--- src/rtl/inst_encoder.sv ---
`default_nettype none
// ============================================================================
//  Module   : inst_encoder
//  Purpose  : Sequential MIPS instruction encoder and program loader. Takes
//             field-level instruction requests over a valid/ready handshake,
//             assembles 32-bit words (R-type, lw, sw, beq, addi, j) and writes
//             them into instruction memory from word address 0 upward.
//  Ports    : clk, rst          - clock, synchronous active-high reset
//             restart           - rewind load pointer to 0, clear full
//             in_valid/in_ready - request handshake (in_ready combinational)
//             kind, rs, rt, rd, shamt, funct, imm, target - request fields
//             imem_we/addr/wdata - registered instruction-memory write port
//             count             - words accepted since reset/restart
//             full              - count == 2^ADDR_W
//             err               - sticky illegal-kind flag (cleared by rst)
//  Revision : 1.0  initial release
// ============================================================================
module inst_encoder #(
    parameter int ADDR_W = 8
) (
    input  logic              clk,
    input  logic              rst,
    input  logic              restart,
    input  logic              in_valid,
    output logic              in_ready,
    input  logic [2:0]        kind,
    input  logic [4:0]        rs,
    input  logic [4:0]        rt,
    input  logic [4:0]        rd,
    input  logic [4:0]        shamt,
    input  logic [5:0]        funct,
    input  logic [15:0]       imm,
    input  logic [25:0]       target,
    output logic              imem_we,
    output logic [ADDR_W-1:0] imem_addr,
    output logic [31:0]       imem_wdata,
    output logic [ADDR_W:0]   count,
    output logic              full,
    output logic              err
);

    localparam logic [0:0]      c_st_load = 1'b0;
    localparam logic [0:0]      c_st_full = 1'b1;
    // Value of count just before the final word is accepted.
    localparam logic [ADDR_W:0] c_last    = {1'b0, {ADDR_W{1'b1}}};
    localparam logic [ADDR_W:0] c_one     = {{ADDR_W{1'b0}}, 1'b1};

    logic [0:0]        r_state;
    logic [ADDR_W:0]   r_count;
    logic              r_we;
    logic [ADDR_W-1:0] r_addr;
    logic [31:0]       r_wdata;
    logic              r_err;

    logic              w_ready;
    logic              w_accept;
    logic              w_legal;
    logic [31:0]       w_enc;

    // restart blocks acceptance in the same cycle it is asserted.
    assign w_ready  = (r_state == c_st_load) && !restart;
    assign w_accept = in_valid && w_ready;

    // Field assembly; fields not used by a class are simply not selected.
    always_comb begin
        w_legal = 1'b1;
        w_enc   = 32'h0000_0000;
        case (kind)
            3'd0:    w_enc = {6'b000000, rs, rt, rd, shamt, funct};
            3'd1:    w_enc = {6'b100011, rs, rt, imm};
            3'd2:    w_enc = {6'b101011, rs, rt, imm};
            3'd3:    w_enc = {6'b000100, rs, rt, imm};
            3'd4:    w_enc = {6'b001000, rs, rt, imm};
            3'd5:    w_enc = {6'b000010, target};
            default: w_legal = 1'b0;
        endcase
    end

    always_ff @(posedge clk) begin
        if (rst) begin
            r_state <= c_st_load;
            r_count <= '0;
            r_we    <= 1'b0;
            r_addr  <= '0;
            r_wdata <= 32'h0000_0000;
            r_err   <= 1'b0;
        end else begin
            // Write strobe is a single-cycle pulse; a pulse already registered
            // before a restart is left to complete.
            r_we <= 1'b0;
            if (restart) begin
                r_state <= c_st_load;
                r_count <= '0;
            end else if (w_accept) begin
                if (w_legal) begin
                    r_we    <= 1'b1;
                    r_addr  <= r_count[ADDR_W-1:0];
                    r_wdata <= w_enc;
                    r_count <= r_count + c_one;
                    if (r_count == c_last) begin
                        r_state <= c_st_full;
                    end
                end else begin
                    // Illegal kind is consumed without a write.
                    r_err <= 1'b1;
                end
            end
        end
    end

    assign in_ready   = w_ready;
    assign imem_we    = r_we;
    assign imem_addr  = r_addr;
    assign imem_wdata = r_wdata;
    assign count      = r_count;
    assign full       = (r_state == c_st_full);
    assign err        = r_err;

endmodule
`default_nettype wire

--- config.mk ---
export PLATFORM = sky130hd
export DESIGN_NAME = inst_encoder
export DESIGN_NICKNAME = d
export VERILOG_FILES = /design/src/rtl/inst_encoder.sv
export SDC_FILE = /design/constraint.sdc
export NUM_CORES = 1
export LEC_CHECK = 0
export BUFFER_PORTS_ARGS = -buffer_cell sky130_fd_sc_hd__buf_2
export CAP_MARGIN = 40
export CORE_MARGIN = 1.5
export CORE_UTILIZATION = 45
export DETAILED_ROUTE_END_ITERATION = 10
export GPL_ROUTABILITY_DRIVEN = 1
export PLACE_DENSITY_LB_ADDON = 0.2
export SYNTH_ARGS = -nofsm -noshare
export SYNTH_HDL_FRONTEND = slang
export SYNTH_SLANG_ARGS = --single-unit
export TNS_END_PERCENT = 50
--- constraint.sdc ---
create_clock -name clk -period 1.8 [get_ports clk]
set_input_delay 0.18 -clock clk [delete_from_list [all_inputs] [get_ports clk]]
set_output_delay 0.18 -clock clk [all_outputs]
set_load 0.02 [all_outputs]
== After elaboration in Yosys (flattened, before gate mapping) ==
Cells that the tools add are included.

* Bits of input ports: 75
* Logic and storage cells: 31
* Register bits: 52
* Output and inout bits: 53

* Multiplexer cells: 3
* Bitwise logic cells: 4
* $add $sub $neg: 1
* Equal/unequal tests: 6
* Reductions and logical operators: 11

{| class="wikitable"
|+ Operator list
! kind !! count
|-
| one-hot mux 32 bit (6 select lines) || 1
|-
| adder 9 x 1 -> 9 bit, second input constant || 1
|-
| equality test 9 x 8 -> 1 bit, second input constant || 1
|-
| AND reduction 3 bit || 3
|-
| equality test 3 x 2 -> 1 bit, second input constant || 2
|-
| equality test 3 bit, second input constant || 2
|-
| OR reduction 6 bit || 1
|-
| inverter 1 bit || 4
|-
| equality test 3 x 1 -> 1 bit, second input constant || 1
|-
| zero test 3 bit || 1
|-
| OR reduction 3 bit || 1
|-
| logical AND 1 bit || 2
|-
| two-way mux 1 bit || 2
|-
| AND reduction 2 bit || 1
|-
| OR reduction 2 bit || 1
|-
| zero test 1 bit || 1
|}

== Logic depth before layout (Yosys ltp) ==
* Depth in word-level cells: 5
* Depth in mapped cells: 6
* Depth with buffers taken out: 6

== Worst setup path after synthesis ==
No wires, ideal clock.

* Path type: register to register
* Start: register r_state (netlist: full)
* End: register r_count[5] (netlist: count[5])
* Setup time: 0.072 ns
* Clock period less this slack: 1.614 ns
* Arrival time: 1.542 ns
* Required time: 1.728 ns
* Setup slack: 0.186 ns
* Buffers on the path: 2
* Cell stages (with the launch flop): 6
* Cell sequence: dfxtp_1 -> or3b_1 -> buf_6 -> buf_6 -> nor4_1 -> mux2i_1

* Longest elaborated chain between the ends: 4

{| class="wikitable"
|+ RTL lines
! element !! line !! source
|-
| start: declaration || 48 || <nowiki>logic [0:0] r_state;</nowiki>
|-
| start signal: assignment || 81 || <nowiki>r_state <= c_st_load;</nowiki>
|-
| start signal: assignment || 92 || <nowiki>r_state <= c_st_load;</nowiki>
|-
| start signal: assignment || 101 || <nowiki>r_state <= c_st_full;</nowiki>
|-
| inverter 1 bit || 61 || <nowiki>assign w_ready = (r_state == c_st_load) && !restart;</nowiki>
|-
| logical AND 1 bit || 61 ||
|-
| logical AND 1 bit || 62 || <nowiki>assign w_accept = in_valid && w_ready;</nowiki>
|-
| AND reduction 2 bit (no source line) || n/a ||
|-
| end signal: assignment || 99 || <nowiki>r_count <= r_count + c_one;</nowiki>
|-
| end: declaration || 49 || <nowiki>logic [ADDR_W:0] r_count;</nowiki>
|}

Every way passes these cells.
A chain may end at the register's enable or synchronous reset.

== Final worst setup path ==
* Start: register r_state (netlist: full)
* End: register r_count[0] (netlist: count[0])

The elaborated chain is that of the path after synthesis.

==> summary.txt <==
Synthesis
  – Syn Inst Count: 311
  – Ys Warns: 0
  – Synth async-reset ratio: 0%
  – Syn_area_per_cell: 8.243 µm²
  – Yosys reg bits: 50
  – Seq/Total Area, Yosys: 39.04%
  – Synth Area in Adders: less than 1%
  – Synth unique cells: 39
  – Ys flop type: dfxtp_1
  – Post-synthesis share of cell area spent on xor and xnor gates: 0.6833%
  – Mux cell area share after synthesis: ~1.2%
  – Compound-Gate Fraction of Synth Area: between 20% and 30%
  – EDFF count, synth: 0
  – Simple-Gate Fraction of Synth Area: between 20% and 30%
  – Largest family of logic cells by synthesized area: compound AO/OA/AOI/OAI gates
  – Synth Net Count: 388
  – Synthesized area: 2564 µm²

Worst setup path
  – Crit path DAT: slightly below 2 ns
  – Setup CP Type: reg2reg
  – Setup crit start kind: flip-flop
  – Crit path capture type: flip-flop
  – Crit-path max FO: 16
  – WP data required: 2.04 ns

Routing
  – DR vias: 2,779
  – Max layer used: met4
  – Vias per cell: 5.614
  – Routed length on met3: around 560 µm
  – Met2 wire length: 3.601 mm
  – Met1 wire length: around 3.0 mm
  – First-pass DRT Iterations: 4
  – Final WL: 7.214 mm
  – Routed Antenna Nets: 0
  – Routed wire length per instance: 14.57 µm
  – # DRC: 0
  – DR iter-0 viols: 100

Timing
  – Setup Total Neg Slack: 0 ns
  – Slew HR: 62.20%
  – Fin Clk Skew: 0.007329 ns
  – Final hold vios: 0
  – Final min period: ~1.7 ns
  – Tcrit/Tclk final: approximately 96%
  – Measured slew at the worst slew-check pin: 0.5670 ns
  – Fmax: 580.0 MHz
  – # setup viols final: 0
  – Unrepaired setup endpoints after global routing: no
  – Max Slew Vio Count: 0

Job
  – Max-cap violations: 0

Clock network
  – Num Clock Sinks: 50
  – Post_cts resized: 0
  – Worst-case clock buffer depth: 2
  – Root Driver: clkbuf_8
  – H-tree levels: 2
  – Worst-Skew Late Latency: 0.31 ns
  – # hold bufs at CTS: 0
  – Clk slew on worst S/H paths: approximately 0.10 ns
  – CTS tree: yes
  – Cts bufs inserted: 5
  – Setup bufs post-CTS: 0

Floorplanning
  – Die height: 78.48 µm
  – Die span in x: 78.48 µm
  – Row count: 27
  – Num ports: approximately 130
  – Initial Utilization: between 40% and 50%
  – Die footprint: 6159 µm²
  – Core area: 5507 µm²

Cells and area
  – Fin util: 61.10%
  – Multi-input logic area: 1388 µm²
  – Share of layout cells above drive strength 1: 35.93%
  – Area grow syn2layout: 31.23%
  – Fill cells: 517
  – N_diodes: 0
  – Post-route cell area: around 3400 µm²
  – Final nets: approximately 500
  – FF/Latch Area: 1001 µm²

GRT
  – GR Overflow Total: 0
  – Initial antenna violation count: 0
  – Global-route wire length before repair: between 10 and 15 mm
  – Number of global-route vias before repair: 2,664
  – GRT Resource Usage Total: about 24%
  – Largest net degree at the start of global routing: 41

Power and ir drop
  – Power, Total: 0.002438 W
  – Maximum VDD drop: 0.3241 mV
  – Leak: about 1.4 nW
  – Power per cell area: between 700 and 800 nW/µm²

Hold path
  – HP Class: in2reg

Place
  – Routability cong.: 0.8364
  – Hpwl dp: around 5.1 mm
  – Placed cell area: 3254 µm²
  – PortBufs: 126

Run status
  – Status: completed
power by group:
part	switching, W	internal [W]
Sequential	0.0000233	0.00115
Combinational	0.000271	0.000198
Clock	0.000383	0.000415
Total	0.000677	0.00176
critical path, cell delays in order, from the launching register on:
cell and delay (ns):
dfxtp_1 0.31, or3b_1 0.58, buf_4 0.27, or3_1 0.34
a21oi_1 0.15
cells in the mapped netlist, types with 5 or more instances:
cell type / number / area share [%]
dfxtp_1: 50 / 39
a21oi_1: 46 / 9.0
nand3_1: 39 / 7.6
a311oi_1: 26 / 8.9
clkbuf_1: 23 / 3.4
nand2b_1: 20 / 4.9
a22oi_1: 15 / 4.4
o21ai_0: 15 / 2.9
a21o_1: 10 / 2.9
buf_2: 9 / 1.8
or3_1: 7 / 1.7
nand2_1: 6 / 0.88
nor2_1: 5 / 0.73
state kept, by name, summed over array words and instances, names as in the netlist:
register	count
full	1
err	1
imem_addr	8
count	9
imem_we	1
imem_wdata	30
layer usage:
metal  global-route usage [%]  vias up
li1                         -     1388
met1                    27.03     1282
met2                    45.04      101
met3                    7.326        8
met4                    6.964        0
met5                        0        -
cell type report:
cell class,instances,area share (%)
clock inverter,2,1.116
sequential,50,29.75
clock buffer,6,2.157
multi-input combinational,222,41.24
inverter,2,0.2231
tap,72,2.678
timing repair buffer,141,22.83
per-stage QoR:
step           setup slack, ns  std cells  hold slack [ns]
5_1_grt               0.003778        495           0.1435
3_5_place_dp           0.07122        487           0.4561
4_1_cts                0.07740        495           0.1251
6_report               0.07595        495           0.1330
2_1_floorplan           0.1862        311           0.3546
3_3_place_gp            0.1142        487           0.4594
cell usage in the layout, fill, tap and decap left out, drive strengths merged, types with 2 or more instances in the layout:
cell    instances
mux2i           3
o31ai           3
or4             3
nand2           6
clkbuf          6
nand2b         20
a22oi          15
ha              2
nor2            6
nor3b           2
xnor2           2
a21oi          46
a21o           10
a311oi         26
inv             2
nor3            2
buf           141
or3             7
nand3          39
dfxtp          50
nor4            3
o21ai          16
logic make-up (layout without fill, tap and decap cells):
logic type               after synthesis  after routing
AO/OA/AOI/OAI                        118            118
AND/OR/NAND/NOR                       96             96
flip-flops                            50             50
buffers and inverters                 39            151
multiplexers                           3              3
adder cells (fa/ha/maj)                2              2
XOR/XNOR                               2              2
other                                  1              1
worst paths after layout:
path,startpoint,end,slack [ns],cells after the start
worst min register to register,err$_SDFFE_PP0P_,err$_SDFFE_PP0P_,0.48,2
worst min-delay path,imm[11],imem_wdata[11]$_SDFFE_PP0P_,0.13,3
worst max register to register,full$_SDFFE_PP0P_,count[0]$_SDFFE_PP0P_,0.08,4
worst max-delay path,full$_SDFFE_PP0P_,count[0]$_SDFFE_PP0P_,0.08,4
(Power assumes the default switching activity.)
